<file path="config.mk">
export PLATFORM = sky130hd
export DESIGN_NAME = sha256_sequencer
export DESIGN_NICKNAME = d
export VERILOG_FILES = /design/src/rtl/sha256_sequencer.sv
export SDC_FILE = /design/constraint.sdc
export NUM_CORES = 1
export LEC_CHECK = 0
export ABC_AREA = 0
export CORE_MARGIN = 1
export CORE_UTILIZATION = 52
export CTS_CLUSTER_SIZE = 14
export DETAILED_ROUTE_END_ITERATION = 7
export GPL_TIMING_DRIVEN = 0
export PLACE_DENSITY_LB_ADDON = 0.08
export SKIP_LAST_GASP = 1
export SYNTH_ARGS = -nofsm -noshare
export SYNTH_HDL_FRONTEND = slang
export SYNTH_SLANG_ARGS = --single-unit
</file>
<file path="constraint.sdc">
create_clock -name clk -period 2.8 [get_ports clk]
set_input_delay 0.56 -clock clk [delete_from_list [all_inputs] [get_ports clk]]
set_output_delay 0.56 -clock clk [all_outputs]
set_load 0.005 [all_outputs]
</file>
<file path="src/rtl/sha256_sequencer.sv">
// Control FSM for the SHA-256 core: initialises the hash, fetches each 512-bit
// block, runs 64 rounds per block, accumulates the digest and reports completion.
module sha256_sequencer #(
    parameter int unsigned BLK_W = 8
) (
    input  logic             clk,
    input  logic             rst,
    input  logic             start,
    input  logic [BLK_W-1:0] num_blocks,
    input  logic             block_ack,
    input  logic             finish_loop,
    output logic             block_req,
    output logic [BLK_W-1:0] block_idx,
    output logic             core_en,
    output logic             core_clr,
    output logic             load_hash_val,
    output logic             initial_hash_val,
    output logic             busy,
    output logic             done,
    output logic             sync_err
);

    localparam int unsigned RND_W    = 6;
    localparam logic [RND_W-1:0] RND_LAST = RND_W'(63);

    typedef enum logic [2:0] {
        S_IDLE,
        S_INIT,
        S_FETCH,
        S_ROUND,
        S_ACCUM,
        S_DONE
    } state_e;

    state_e             state_q, state_d;
    logic [BLK_W-1:0]   nblk_q, nblk_d;
    logic [BLK_W-1:0]   idx_q, idx_d;
    logic [RND_W-1:0]   rnd_q, rnd_d;
    logic               err_q, err_d;

    logic req_q, req_d;
    logic en_q, en_d;
    logic clr_q, clr_d;
    logic load_q, load_d;
    logic init_q, init_d;
    logic busy_q, busy_d;
    logic done_q, done_d;

    // State register plus Moore outputs registered from the next state
    always_ff @(posedge clk or negedge rst) begin
        if (!rst) begin
            state_q <= S_IDLE;
            nblk_q  <= '0;
            idx_q   <= '0;
            rnd_q   <= '0;
            err_q   <= 1'b0;
            req_q   <= 1'b0;
            en_q    <= 1'b0;
            clr_q   <= 1'b0;
            load_q  <= 1'b0;
            init_q  <= 1'b0;
            busy_q  <= 1'b0;
            done_q  <= 1'b0;
        end else begin
            state_q <= state_d;
            nblk_q  <= nblk_d;
            idx_q   <= idx_d;
            rnd_q   <= rnd_d;
            err_q   <= err_d;
            req_q   <= req_d;
            en_q    <= en_d;
            clr_q   <= clr_d;
            load_q  <= load_d;
            init_q  <= init_d;
            busy_q  <= busy_d;
            done_q  <= done_d;
        end
    end

    // Next-state, counters and output decode
    always_comb begin
        state_d = state_q;
        nblk_d  = nblk_q;
        idx_d   = idx_q;
        rnd_d   = rnd_q;
        err_d   = err_q;

        case (state_q)
            S_IDLE: begin
                if (start) begin
                    nblk_d  = num_blocks;
                    idx_d   = '0;
                    err_d   = 1'b0;
                    state_d = (num_blocks == '0) ? S_DONE : S_INIT;
                end
            end
            S_INIT: state_d = S_FETCH;
            S_FETCH: begin
                if (block_ack) begin
                    rnd_d   = '0;
                    state_d = S_ROUND;
                end
            end
            S_ROUND: begin
                // finish_loop must be high exactly on the last round
                if (finish_loop != (rnd_q == RND_LAST)) begin
                    err_d = 1'b1;
                end
                if (rnd_q == RND_LAST) begin
                    state_d = S_ACCUM;
                end else begin
                    rnd_d = rnd_q + RND_W'(1);
                end
            end
            S_ACCUM: begin
                if (idx_q == nblk_q - BLK_W'(1)) begin
                    state_d = S_DONE;
                end else begin
                    idx_d   = idx_q + BLK_W'(1);
                    state_d = S_FETCH;
                end
            end
            S_DONE:  state_d = S_IDLE;
            default: state_d = S_IDLE;
        endcase

        req_d  = (state_d == S_FETCH);
        clr_d  = (state_d == S_INIT) || (state_d == S_FETCH);
        en_d   = (state_d == S_ROUND);
        load_d = (state_d == S_INIT) || (state_d == S_ACCUM);
        init_d = (state_d == S_INIT);
        busy_d = (state_d != S_IDLE);
        done_d = (state_d == S_DONE);
    end

    assign block_req        = req_q;
    assign block_idx        = idx_q;
    assign core_en          = en_q;
    assign core_clr         = clr_q;
    assign load_hash_val    = load_q;
    assign initial_hash_val = init_q;
    assign busy             = busy_q;
    assign done             = done_q;
    assign sync_err         = err_q;

endmodule

</file>
==> results.toml <==
[outcome]
status = "completed"

[floorplan]
start_util_pct = 55.3
die_h_um = 59.4
rows = 20
die-area_mm2 = 0.00353
die_x_um = 59.4
core-area_mm2 = 0.00310
ioPinCount = 29

[placement]
routabilityCongestion = 0.871
numPortBuffers = 28
dp_cells = 252
dp.final_hpwl_mm = 2.74

[pwr]
swShare_pct = 34.1
clockPowerShare_pct = 21.6
seq_power_share_pct = 47.7
comb_power_share_pct = 30.7
ir_drop_uv = 478
power.leakage_nw = 0.913
cellPowerDensity_mw_per_mm2 = 670
power_mw = 1.43
intPower_uw = 939
p_sw_uw = 486

[worst_hold_path]
hold_path_class = "in2async"

[timing]
fin_worst_skew_ns = 0.0111
maxSlewViolCount = 0
period_share_pct = 89.8
rsz0062_at_grt = "no"
fmax_mhz = 398
worst_slew_pin_slew_ns = 0.743
min_period_ns = 2.51
setup_viol = 0
hold_viol = 0
holdWs_ns = 0.272
fin_setup_tns_ns = 0
slew-limit-headroom_pct = 50.4

[clocking]
clk_pin_slew_ns = 0.11
postCtsSetupRepairBufs = 0
cts.sinks = 33
cts-buffers-inserted = 5
cts_tree = "built"
clk_latency_ns = 0.33
cts-hold-fix-buffers = 0
cts_max_level = 2
clockBufferDepth = 2
cts_root_buf = "clkbuf_4"
cts_resized = 0

[global_routing]
antenna_found_initial = 0
grt_use_met3_pct = 5.24
grt_max_degree = 34
grt_pass1_vias = 1406
use_met1_pct = 30.3
gr-max-usage-layer = "met2"
track_usage_pct = 24.3
grt_remaining_overflow = 0
grt.met2_usage_pct = 39.8
grt_pass1_wl_mm = 6.31

[layout]
multi_input_area_um2 = 841
drive_gt1_share_pct = 7.41
final_common_cell = "dfrtp_1"
seq_area_um2 = 826
fin_nets = 231
fillers = 257
area_delta_synth_final_pct = 24.0
n_antenna_cell = 0
finish.utilization_pct = 68.5
finalNonFillerCells = 260
layout_common_cells = "dfrtp_1, nand2_1, clkdlybuf4s50_1, inv_1"

[detailed_routing]
drt_pass1_iterations = 4
wl_per_cell_um = 14.2
final_antenna_net_count = 0
via_count = 1500
viasPerCell = 5.77
drt_iter0_drc = 96
wirelength_mm = 3.70
drc_errors = 0

[critical_path]
endpoint_kind = "flop"
cp-start-kind = "flop"
cp.required_ns = 3.03
worstSetupPathType = "reg2reg"
cp.arrival_ns = 2.74
cp_max_fo = 10

[synthesis]
yosys_warnings = 0
synth_edf_count = 0
syn_area_mm2 = 0.00172
syn_inst = 180
synth_top_area_share_pct = 48.1
synth_area_per_cell_um2 = 9.53
yosysSeqAreaShare_pct = 48.1
ys_types = 43
synth-async-reset-ratio_pct = 100
synth_ff_type = "dfrtp_1"
synthTopCellsByArea = "dfrtp_1, nand2_1, xor2_1, nand4_1, o21ai_0"
ys_ff_latch = 33
synth_top_area_cell = "dfrtp_1"
syn_nets = 196

[job]
maxCapViolations = 0
[worst max-delay path: stages, from the launching register on]
cell	delay [ns]
dfrtp_1	0.45
inv_1	0.09
ha_1	0.18
or3b_4	0.39
nor4_1	0.23
o2111ai_2	0.16
a311oi_4	0.41
buf_4	0.24
nor3b_1	0.06
a31o_1	0.18
[layer usage]
metal / vias to the layer above / routed length, um
li1: 723 / -
met1: 731 / 1580
met2: 39 / 1900
met3: 7 / 164
met4: 0 / 56
met5: - / 0
[state kept, by name, indices dropped and copies added (netlist names)]
name / cells
nblk_q: 8
core_clr: 1
initial_hash_val: 1
rnd_q: 6
block_idx: 8
busy: 1
sync_err: 1
state_q: 3
core_en: 1
block_req: 1
done: 1
load_hash_val: 1
[power by group through the flow]
stage	registers, mW	clock network (mW)	logic [mW]
6_report	0.679	0.308	0.438
5_1_grt	0.692	0.336	0.496
4_1_cts	0.678	0.311	0.436
3_5_place_dp	0.687	0	0.433
3_3_place_gp	0.680	0	0.413
2_1_floorplan	0.667	0	0.291
[through the flow]
stage,worst slack (ns),cell area (um^2)
after global routing,0.0598,2130
after CTS,0.202,2120
after detailed placement,0.234,2050
after global placement,0.278,2050
final,0.286,2130
after floorplan,0.526,1720
[cells in the mapped netlist (2+ instances only)]
library cell,number
dfrtp_1,33
nand2_1,30
inv_1,10
nor2_1,9
o21ai_0,9
xor2_1,9
nand4_1,8
nand3_1,5
nor3_1,5
a21oi_1,4
clkbuf_1,4
nand2b_1,4
o211ai_1,4
a21o_1,3
and3_1,3
ha_1,3
nor4_1,3
o31ai_1,3
xnor2_1,3
a31oi_1,2
nor3b_1,2
o311ai_0,2
or4_1,2
[final timing paths]
check / start / depth (start not counted) / endpoint / slack [ns]
min in group clk: sync_err / 2 / sync_err / 0.53
max in group asynchronous: rst / 1 / block_req / 2.05
worst max-delay path: nblk_q[0] / 9 / block_idx[1] / 0.29
worst min-delay path: rst / 1 / block_idx[2] / 0.27
worst min register to register: sync_err / 2 / sync_err / 0.53
worst max register to register: nblk_q[0] / 9 / block_idx[1] / 0.29
[kinds of logic after synthesis]
group,synth area share (%)
AO/OA/AOI/OAI,15.2
XOR/XNOR,6.13
adder cells (fa/ha/maj),2.19
buffers and inverters,3.50
flip-flops,48.1
multiplexers,1.24
AND/OR/NAND/NOR,23.6
[layout make-up]
cell class,count,share of cell area [%]
sequential,33,38.8
clock buffer,7,3.06
buffer,5,1.06
clock inverter,1,0.235
timing repair buffer,28,12.9
tap,44,2.59
multi-input combinational,132,39.5
inverter,10,1.76
Note: power is estimated with default switching activity, not from simulation.
